File: src/rtl/fsm_seq_gen_pkg.sv
// Shared state encodings and sizing helpers for the serial sequence generator.
package fsm_seq_gen_pkg;

    // Encodings match the downstream sequence detector's debug view.
    typedef enum logic [1:0] {
        ST_IDLE  = 2'b00,
        ST_SHIFT = 2'b01,
        ST_GAP   = 2'b10
    } state_t;

    // Width of a counter that must hold 0..n; never narrower than 1 bit.
    function automatic int cnt_w(input int n);
        return (n > 0) ? $clog2(n + 1) : 1;
    endfunction

endpackage

File: src/rtl/fsm_seq_gen_shreg.sv
// Parallel-load, MSB-first shift register with a bit counter that flags the last bit.
module fsm_seq_shreg #(
    parameter int NBITS = 8,
    parameter int CNT_W = 4
) (
    input  logic             clk,
    input  logic             reset_n,
    input  logic             load_i,
    input  logic             shift_i,
    input  logic [NBITS-1:0] data_i,
    output logic             msb_next_o,
    output logic             last_bit_o
);
    logic [NBITS-1:0] shreg_q, shreg_d;
    logic [CNT_W-1:0] bit_cnt_q, bit_cnt_d;

    assign last_bit_o = (bit_cnt_q == CNT_W'(NBITS - 1));
    // The bit that will be on the line next cycle, so the owner can register it.
    assign msb_next_o = shreg_d[NBITS-1];

    always_comb begin
        shreg_d   = shreg_q;
        bit_cnt_d = bit_cnt_q;
        if (load_i) begin
            shreg_d   = data_i;
            bit_cnt_d = '0;
        end else if (shift_i) begin
            shreg_d = {shreg_q[NBITS-2:0], 1'b0};
            if (!last_bit_o) bit_cnt_d = bit_cnt_q + 1'b1;
        end
    end

    always_ff @(posedge clk or negedge reset_n) begin
        if (!reset_n) begin
            shreg_q   <= '0;
            bit_cnt_q <= '0;
        end else begin
            shreg_q   <= shreg_d;
            bit_cnt_q <= bit_cnt_d;
        end
    end

endmodule

File: src/rtl/fsm_seq_gen.sv
// Serial MSB-first word transmitter with idle gap; SEQ_GEN_PARITY_EN appends an even-parity bit.
module fsm_seq_gen
    import fsm_seq_gen_pkg::*;
#(
    parameter int WIDTH = 8,
    parameter int GAP   = 2
) (
    input  logic             clk,
    input  logic             reset_n,
    input  logic             load_valid,
    input  logic [WIDTH-1:0] load_data,
    output logic             load_ready,
    output logic             out,
    output logic             out_valid,
    output logic             done,
    output logic [1:0]       state,
    output logic [1:0]       next_state
);
`ifdef SEQ_GEN_PARITY_EN
    localparam int NBITS = WIDTH + 1;
`else
    localparam int NBITS = WIDTH;
`endif
    localparam int CNT_W = cnt_w(WIDTH);
    localparam int GAP_W = cnt_w(GAP);
    localparam logic [GAP_W-1:0] GAP_LAST = GAP_W'((GAP > 0) ? GAP - 1 : 0);

    state_t             state_q, state_d;
    logic [GAP_W-1:0]   gap_cnt_q, gap_cnt_d;
    logic               out_q, out_d, out_valid_q, out_valid_d, done_q, done_d;
    logic               xfer, shift, msb_next, last_bit;
    logic [NBITS-1:0]   load_word;

`ifdef SEQ_GEN_PARITY_EN
    // Parity rides in the shift register's LSB so it falls out after the data.
    assign load_word = {load_data, ^load_data};
`else
    assign load_word = load_data;
`endif

    assign xfer  = (state_q == ST_IDLE) && load_valid;
    assign shift = (state_q == ST_SHIFT);

    fsm_seq_shreg #(.NBITS(NBITS), .CNT_W(CNT_W)) u_shreg (
        .clk        (clk),
        .reset_n    (reset_n),
        .load_i     (xfer),
        .shift_i    (shift),
        .data_i     (load_word),
        .msb_next_o (msb_next),
        .last_bit_o (last_bit)
    );

    always_comb begin
        state_d     = state_q;
        gap_cnt_d   = gap_cnt_q;
        out_d       = 1'b0;
        out_valid_d = 1'b0;
        done_d      = 1'b0;
        case (state_q)
            ST_IDLE: begin
                if (xfer) begin
                    state_d     = ST_SHIFT;
                    out_d       = msb_next;
                    out_valid_d = 1'b1;
                end
            end
            ST_SHIFT: begin
                if (last_bit) begin
                    done_d    = 1'b1;
                    gap_cnt_d = '0;
                    state_d   = (GAP > 0) ? ST_GAP : ST_IDLE;
                end else begin
                    out_d       = msb_next;
                    out_valid_d = 1'b1;
                end
            end
            ST_GAP: begin
                if (gap_cnt_q == GAP_LAST) state_d = ST_IDLE;
                else                       gap_cnt_d = gap_cnt_q + 1'b1;
            end
            default: state_d = ST_IDLE;
        endcase
    end

    always_ff @(posedge clk or negedge reset_n) begin
        if (!reset_n) begin
            state_q     <= ST_IDLE;
            gap_cnt_q   <= '0;
            out_q       <= 1'b0;
            out_valid_q <= 1'b0;
            done_q      <= 1'b0;
        end else begin
            state_q     <= state_d;
            gap_cnt_q   <= gap_cnt_d;
            out_q       <= out_d;
            out_valid_q <= out_valid_d;
            done_q      <= done_d;
        end
    end

    assign load_ready = (state_q == ST_IDLE);
    assign out        = out_q;
    assign out_valid  = out_valid_q;
    assign done       = done_q;
    assign state      = state_q;
    assign next_state = state_d;

endmodule

File: config.mk
export PLATFORM = sky130hd
export DESIGN_NAME = fsm_seq_gen
export DESIGN_NICKNAME = d
export VERILOG_FILES = /design/src/rtl/fsm_seq_gen_pkg.sv /design/src/rtl/fsm_seq_gen_shreg.sv /design/src/rtl/fsm_seq_gen.sv
export SDC_FILE = /design/constraint.sdc
export NUM_CORES = 1
export LEC_CHECK = 0
export BUFFER_PORTS_ARGS = -buffer_cell sky130_fd_sc_hd__buf_2
export CORE_UTILIZATION = 52
export DETAILED_ROUTE_END_ITERATION = 16
export PLACE_DENSITY = 0.76
export SYNTH_ARGS = -nofsm -noshare
export SYNTH_HDL_FRONTEND = slang
export SYNTH_HIERARCHICAL = 1
export SYNTH_SLANG_ARGS = --single-unit
File: constraint.sdc
create_clock -name clk -period 2.2 [get_ports clk]
set_input_delay 0.66 -clock clk [delete_from_list [all_inputs] [get_ports clk]]
set_output_delay 0.66 -clock clk [all_outputs]
set_load 0.05 [all_outputs]
[After elaboration in Yosys (flattened, before gate mapping)]
Cells that the tools add are included.
Word-level totals
  logic and storage cells: 43
  output and inout bits: 8
  input bits: 11
  register bits: 19
Cells by class
  muxes and demuxes: 20
  eq/ne operators: 7
  reductions and logical operators: 6
  add/sub/neg operators: 2
Operators with widths (number)
  $mux 8: 2
  $mux 4: 3
  $mux 2: 5
  $mux 1: 6
  $pmux 2 s3: 1
  $add 4x1->4 const B: 1
  $eq 2x1->1 const B: 2
  $eq 4x3->1 const B: 1
  $ne 2x1->1 const B: 2
  $pmux 1 s2: 2
  $pmux 2 s2: 1
  $reduce_bool 2->1: 2
  $reduce_and 3->1: 1
  $add 2x1->2 const B: 1
  $eq 2x2->1 const B: 1
  $logic_not 2->1: 1
  $ne 2x2->1 const B: 1
  $reduce_and 2->1: 1
  $logic_and 1x1->1: 1

[Depth between registers and ports, before layout]
Gate-level depths: netlist (run 1).
  depth after elaboration: 5
  gate-level depth with buffers: 9
  depth with buffers taken out: 7

[Hierarchy]
The synthesis (run 1) kept the hierarchy.
By module, submodules not included
  fsm_seq_shreg: instances 1, sequential area each 300.3 um^2, area an instance 578.1 um^2, cells each 55
  fsm_seq_gen: instances 1, sequential area each 175.2 um^2, area an instance 384.1 um^2, cells each 38

[Worst setup path before layout (run 1)]
Ideal clock, no wire load.
  path type: register to output
  from: register state_q[0], in the netlist state[0]
  to: output port next_state[1]
  stages on the path, launching flop included: 5
  data required time: 1540 ps
  arrival time: 2599 ps
  slack: -1059 ps
  path buffers: 0
  cells stage by stage: dfrtp_1 > inv_1 > ha_1 > a211oi_1 > nor3_1
On the way
  cells in the longest elaborated chain, start to end: 4
  elaborated cells between the ends (all ways): 6
  those cells by class: eq/ne: 2; mux: 2; reduce/logical: 2
Ends and longest elaborated chain
  start: declaration: line fsm_seq_gen.sv:28  | state_t state_q, state_d;
  start signal: assignment: line fsm_seq_gen.sv:94  | state_q <= state_d;
  $logic_not 2->1 *
  net load_ready: line fsm_seq_gen.sv:12  | output logic load_ready,
  $logic_and 1x1->1: line fsm_seq_gen.sv:41  | assign xfer = (state_q == ST_IDLE) && load_valid;
  $mux 2: line fsm_seq_gen.sv:62  | if (xfer) begin
  $pmux 2 s3 *: line fsm_seq_gen.sv:60  | case (state_q)
  end: declaration: line fsm_seq_gen.sv:17  | output logic [1:0] next_state
Mark *: on every way through the listed nets, which the timed path passes. The rest lies on a longest branch.

[Worst setup path in the final report (run 1)]
  from: register u_shreg.bit_cnt_q[1]
  to: output port next_state[1]
On the way
  cells in the longest elaborated chain, start to end: 3
Ends and longest elaborated chain
  start: declaration: line fsm_seq_gen_shreg.sv:15  | logic [CNT_W-1:0] bit_cnt_q, bit_cnt_d;
  start signal: assignment: line fsm_seq_gen_shreg.sv:39  | bit_cnt_q <= bit_cnt_d;
  $eq 4x3->1: line fsm_seq_gen_shreg.sv:17  | assign last_bit_o = (bit_cnt_q == CNT_W'(NBITS - 1));
  net last_bit: line fsm_seq_gen.sv:31  | logic xfer, shift, msb_next, last_bit;
  $mux 2: line fsm_seq_gen.sv:69  | if (last_bit) begin
  $pmux 2 s3: line fsm_seq_gen.sv:60
The timed path passes the listed nets, and every way through them passes these cells.

==> impl_results.md, run 1 <==
* Lkg Pwr at around 0.7 nW
* Root Buffer: clkbuf_4
* Die Ht at ~45 microns
* P&R area growth vs syn at 49.3%
* Total Power at between 2 and 2.5 mW
* Failing checks: negative setup slack
* Vias per Instance at around 5.5
* Critical Path AT at ~1.7 ns
* Antenna-violating nets left at 0
* Initial DRC Count at 14
* Total CTS buffers at 3
* Routability cong. at 0.701
* Via count at 850
* Status: complete, but fails checks
* Initial antenna violation count at 0
* Final TNS setup at -0.267 ns
* Global-route wire length before repair at approximately 3700 microns
* Psw at 0.897 mW
* Die Wd at ~45 microns
* Switching part of the total at 0.448
* Finish-stage setup viols at 2
* Area share of xor/xnor cells in the synthesized design at 0
* Post-DP HPWL at approximately 1400 microns
* Seq/Total Area, Yosys at 0.494
* Wire per inst at roughly 17 microns
* Die area at 0.00203 sq mm
* Min-Delay Path Class: input pin to async pin
* Total gr overflow at 0
* Complex-gate fraction of the synthesized area at 0.109
* Synthesized area at slightly below 0.001 sq mm
* Tightest Pin Transition at roughly 0.43 ns
* Netlist cell types at 25
* H-tree Lvls at 1
* # clock sinks at 19
* Syn_area_per_cell at 10.3 sq um
* Fin. Hold Viols at 0
* Max-slew headroom at 0.716
* Clk_lat worst skew at between 0.3 and 0.4 ns
* Core ar. at around 0.0017 sq mm
* RSZ-0062 raised after global routing: true
* Starting Density at 0.557
* Placed cell area at about 0.0012 sq mm
* Final instance area at around 0.0014 sq mm
* Cell Pwr Density at ~1400 mW/mm^2
* Number of I/O pins at 19
* Min Hold Slack at ~0.27 ns
* Fin. max-slew vios at 0
* Share of cells above drive strength 1 at 0.496
* Max VDD drop at about 1.2 mV
* Final Core Density at 0.832
* Cell Count, Final, Fillers Out at approximately 150
* Global-route usage over all layers at 0.267
* Synth Instances at between 90 and 100
* P_int at 1.11 mW
* CTS tree: done
* Cell total after placement at ~140
* Final wirelength at roughly 2600 microns
* Tmin final at 2.36 ns
* Post-synthesis mux area share at 0.111
* Fillers at around 100
* Simple-gate area share of the yosys netlist at 0.157
* Nets at 148
* Net Count, Synth at 111
* Combinational power share at 0.622
* Place WS at -0.0163 ns
* Std-Cell Rows at 15
* Largest net degree at the start of global routing at 24
* Setup Crit Path Kind: register to output port
* DRC Markers at 0
* Worst-path maximum fanout at 3
* Flops & latches, synth at 19
* Fin worst setup slack at -0.162 ns
* Buffers on Ports at 18
* Vias in the first global route at ~800
* Fmax at between 400 and 500 MHz
* Clock Path Buffers at 2
* Clk_skew at a little under 0.003 ns
* Worst Path Required at about 1.5 ns
* # diodes at 0
* Sequential power share at 0.285
* Clk network pwr share at 0.092
* Post-Synth Adder-Cell Area at 0.0910
* Period utilisation layout at 1.07
* Startpoint type of the worst setup path: register
* Largest family of logic cells by synthesized area: simple AND/OR/NAND/NOR gates
* Crit. End Element: output port
* TritonRoute pass-1 iters at 4
* Max-cap violation count at 0
* Worst-path clk slew at 0.11 ns
* Warnings from Yosys at 6
sequential cells by signal, indices dropped and copies added (netlist names):
name,count
u_shreg/bit_cnt_q,4
gap_cnt_q,2
u_shreg/shreg_q,8
out_valid,1
state,2
out,1
done,1
per-layer routing:
layer	up-vias	part of all wire	GRT usage
li1	386	-	-
met2	33	0.53	0.464
met1	421	0.40	0.315
met4	0	0.020	0.0788
met5	-	0	0
met3	10	0.049	0.0840
logic make-up (layout without fill, tap and decap cells):
kind of cell             count (synthesis)  count (layout)
adder cells (fa/ha/maj)                  7               7
multiplexers                            10              10
AO/OA/AOI/OAI                           18              18
flip-flops                              19              19
AND/OR/NAND/NOR                         31              31
buffers and inverters                    8              44
Yosys cell counts (all sizes together):
cell type / number / share of area
and2: 1 / 0.0065
and3: 1 / 0.0065
a211oi: 1 / 0.0078
and4: 1 / 0.010
nand4: 1 / 0.0065
dfrtp: 19 / 0.49
nand2: 12 / 0.047
inv: 5 / 0.020
mux2: 2 / 0.027
mux2i: 8 / 0.083
o21a: 1 / 0.0078
nor3: 2 / 0.010
ha: 7 / 0.091
nor2: 5 / 0.020
buf: 3 / 0.018
a21oi: 3 / 0.016
nor2b: 3 / 0.020
nand2b: 3 / 0.020
a22o: 2 / 0.018
a21boi: 1 / 0.0078
or3: 1 / 0.0065
o21ai: 10 / 0.052
nand3: 1 / 0.0052
final cells by class:
class,instances,area [sq um],share of cell area
Multi-Input combinational cell,66,598,0.416
Sequential cell,19,478,0.333
Timing Repair Buffer,35,275,0.192
Tap cell,25,31.3,0.0218
Inverter,5,26.3,0.0183
Clock buffer,3,22.5,0.0157
Clock inverter,1,5.00,0.00348
power by group through the flow:
stage | Combinational, mW | Clock, mW | Sequential, mW
floorplan | 0.579 | 0 | 0.639
global placement | 0.883 | 0 | 0.547
detailed placement | 0.909 | 0 | 0.559
CTS | 1.08 | 0.182 | 0.555
global route | 1.32 | 0.195 | 0.582
finish | 1.25 | 0.185 | 0.572
critical path: stages (launching register included):
cell     delay (ns)
dfrtp_1        0.44
ha_4           0.17
nand2_4        0.05
nor2_4         0.15
and2_4         0.17
nor2_1         0.05
nor3_4         0.18
buf_6          0.18
repair_timing:
item                                    CTS  global route
pin swaps                                 5             4
endpoints found under the setup margin    2             2
setup buffers                             4             5
hold buffers                              0             0
gates cloned                              0             0
gates resized for setup                  25            13
path summary, 6_finish.rpt:
| kind | startpoint | to | slack [ns] | depth (start not counted) |
|---|---|---|---|---|
| hold reg to reg | gap_cnt_q[1] | gap_cnt_q[1] | 0.54 | 1 |
| setup / recovery | u_shreg/bit_cnt_q[1] | next_state[1] | -0.16 | 7 |
| max in group asynchronous | reset_n | state[1] | 1.61 | 1 |
| min in group clk | gap_cnt_q[1] | gap_cnt_q[1] | 0.54 | 1 |
| setup reg to reg | state[0] | out | 0.51 | 7 |
| hold / removal | reset_n | u_shreg/shreg_q[5] | 0.27 | 1 |
cell usage in the layout (no fill, tap or decap), types with 2 or more instances in the layout:
cell type   n
buf_2      16
mux2i_1     8
buf_12      3
nor2_1      4
inv_1       2
buf_6       4
clkbuf_4    3
o21ai_0     8
inv_4       3
o21ai_2     2
ha_4        5
dfrtp_1    17
dfrtp_2     2
nor2b_4     2
a22o_1      2
buf_4      12
nand2b_1    3
a21oi_1     2
nand2_1    10
nand2_4     2
Note: power is estimated with default switching activity, not from simulation.
==> run 2, diff against run 1 <==
CORE_MARGIN = 1.5   (was unset)
SYNTH_HIERARCHICAL = unset   (was 1)
==> impl_results.md, run 2 <==
* Syn_area_per_cell at 10.4 sq um (+0.60%)
* Largest net degree at the start of global routing at 20 (-17%)
* Register with the most flip-flops: u_shreg.shreg_q
* Netlist cell types at 29 (+16%)
* H-tree Lvls at 1 (unchanged)
* Most numerous cell in the Yosys netlist: dfrtp_1
* DRC Markers at 0 (unchanged)
* Largest family of logic cells by synthesized area: simple AND/OR/NAND/NOR gates
* Tmin final at 2.33 ns (-0.0368 ns)
* Status: complete, but fails checks
* # diodes at 0 (unchanged)
* # clock sinks at 19 (unchanged)
* Vias per Instance at 5.34 (-3.3%)
* Fin. max-slew vios at 0 (unchanged)
* Min Hold Slack at 0.275 ns (+0.00428 ns)
* Hold buffers post-CTS at 0 (unchanged)
* Final wirelength at 2000 microns (-22%)
* Biggest regs: u_shreg.shreg_q (8), u_shreg.bit_cnt_q (4)
* Cell total after placement at 134 (-5.6%)
* Wire per inst at 13.8 microns (-17%)
* Min-Delay Path Class: input pin to async pin
* Fillers at 140 (+39%)
* Clk_lat worst skew at 0.30 ns (about the same)
* Area share of xor/xnor cells in the synthesized design at 0 (unchanged)
* Clock Path Buffers at 2 (unchanged)
* Warnings from Yosys at 0 (-6)
* Crit. End Element: output port
* Die area at 0.00209 sq mm (+3.0%)
* WP buf/inv at 1 (unchanged)
* Global-route usage over all layers at 0.215 (-0.0524)
* Global-route wire length before repair at 3150 microns (-15%)
* Worst-path clk slew at 0.12 ns (about the same)
* Synth top cells by count: dfrtp_1 (19), nand2_1 (13), o21ai_0 (8)
* Antenna-violating nets left at 0 (unchanged)
* Starting Density at 0.549 (-0.00870)
* Cell Pwr Density at 1290 mW/mm^2 (-7.5%)
* Top cell type's share of synthesized area at 0.502 (+0.00783)
* CP max stage cell: dfrtp_1
* Worst path cell trace: ha_4 -> nand3b_1 -> nand2_4 -> a221oi_4 -> buf_6
* Post-synthesis mux area share at 0.0740 (-0.0366)
* Initial antenna violation count at 0 (unchanged)
* Number of I/O pins at 19 (unchanged)
* Vias in the first global route at 687 (-17%)
* Synth area leaders: dfrtp_1 (50%), ha_1 (7.9%), mux2i_1 (7.4%), nand2_1 (5.2%), o21ai_0 (4.2%)
* Cell taking the most area after synthesis: dfrtp_1
* Max VDD drop at 0.673 mV (-42%)
* TritonRoute pass-1 iters at 4 (unchanged)
* Fin worst setup slack at -0.125 ns (+0.0368 ns)
* Commonest non-fill, non-tap cells in the layout: dfrtp_1 (17), buf_2 (16), nand2_1 (11), buf_4 (10), o21ai_0 (8)
* Place WS at 0.0310 ns (+0.0473 ns)
* Die Ht at 45.7 microns (+1.5%)
* Total gr overflow at 0 (unchanged)
* Simple-gate area share of the yosys netlist at 0.159 (+0.00117)
* Total CTS buffers at 3 (unchanged)
* Synth Instances at 91 (-2.2%)
* Final Core Density at 0.740 (-0.0920)
* EDFF count, synth at 0 (unchanged)
* Core ar. at 0.00173 sq mm (unchanged)
* Std-Cell Rows at 15 (unchanged)
* Share of cells above drive strength 1 at 0.408 (-0.0878)
* Prevailing post-synth register cell: dfrtp_1
* Finish-stage setup viols at 2 (unchanged)
* Initial DRC Count at 22 (+8)
* Seq/Total Area, Yosys at 0.502 (+0.00783)
* Clk_skew at 0.00613 ns (+0.00324 ns)
* Root Buffer: clkbuf_4
* Fraction of registers with async set/reset at 1.00 (unchanged)
* Net Count, Synth at 108 (-2.7%)
* Critical Path AT at 1.67 ns (-0.03 ns)
* Crit path max-delay family: flip-flops
* Post-Synth Adder-Cell Area at 0.0793 (-0.0118)
* Complex-gate fraction of the synthesized area at 0.137 (+0.0282)
* Commonest non-fill, non-tap cell in the layout: dfrtp_1
* Die Wd at 45.7 microns (+1.5%)
* Routability cong. at 0.809 (+15%)
* Largest register FFs at 8 (unchanged)
* Failing checks: negative setup slack
* Flops & latches, synth at 19 (unchanged)
* Via count at 774 (-8.9%)
* Total Power at 1.65 mW (-18%)
* Cell Count, Final, Fillers Out at 145 (-5.8%)
* Post-DP HPWL at 1320 microns (-3.0%)
* Worst Path Required at 1.54 ns (about the same)
* Setup Crit Path Kind: register to output port
* Worst-path maximum fanout at 5 (+2)
* Buffers on Ports at 18 (unchanged)
* RSZ-0062 raised after global routing: true
* Tightest Pin Transition at 0.434 ns (+0.00875 ns)
* Fin. Hold Viols at 0 (unchanged)
* CP max stage delay at 0.45 ns (about the same)
* CTS tree: done
* Max-cap violation count at 0 (unchanged)
* Startpoint type of the worst setup path: register
* Lkg Pwr at 0.604 nW (-13%)
* Period utilisation layout at 1.06 (-0.0167)
* Synthesized area at 947 sq um (-1.6%)
* Max-slew headroom at 0.711 (-0.00584)
* P&R area growth vs syn at 34.9%
* Nets at 138 (-6.8%)
* Fmax at 430 MHz (+1.6%)
## run 2: cell count changes after synthesis, moves of 2 or more
cell | previous run | this run
nor3_1 | 2 | 0
buf_2 | 2 | 0
nand2b_1 | 3 | 0
o21ai_0 | 10 | 8
a22o_1 | 2 | 0
nand3_1 | 1 | 3
## run 2: final timing paths
check	slack (ns)	to	cells after the start	startpoint
max	-0.13	next_state[0]	5	u_shreg.bit_cnt_q[1]
min	0.28	out_valid	1	reset_n
max reg2reg	0.63	u_shreg.bit_cnt_q[0]	6	state[1]
min reg2reg	0.51	gap_cnt_q[1]	1	gap_cnt_q[1]
max in group asynchronous	1.59	state[1]	1	reset_n
min in group clk	0.51	gap_cnt_q[1]	1	gap_cnt_q[1]
## run 2: area by class of cell
class                   instances  area (sq um)  share of cell area
inverters                       5          23.8              0.0186
clock inverters                 1          5.00             0.00392
repair buffers                 29           189               0.148
multi-input cells              63           528               0.413
well taps                      25          31.3              0.0245
flip-flops and latches         19           478               0.374
clock buffers                   3          22.5              0.0176
## run 2: metal layers
metal	track usage	up-vias	wire length [microns]
li1	-	379	-
met1	0.293	375	959
met2	0.346	16	952
met3	0.0476	4	64
met4	0.0529	0	21
met5	0	-	0
## run 2: cells by family after synthesis
logic type / after synthesis
mux: 7
fa+ha+maj: 6
compound gates: 20
flops: 19
buf+inv: 9
simple gates: 30
## run 2: repair_timing
action	CTS	global route
resized for setup	12	1
buffers inserted	7	0
setup endpoints to repair	2	2
pin swaps	4	1
## run 2: power breakdown
group | switching, mW | internal [mW]
Clock | 0.114 | 0.0678
Sequential | 0.0788 | 0.468
Combinational | 0.535 | 0.384
Total | 0.728 | 0.921
## run 2: stage by stage
step / setup TNS (ns) / instance area, sq um
floorplan: -0.214 / 1030
global placement: 0 / 1140
detailed placement: 0 / 1140
CTS: -0.199 / 1270
global route: -0.331 / 1280
finish: -0.225 / 1280
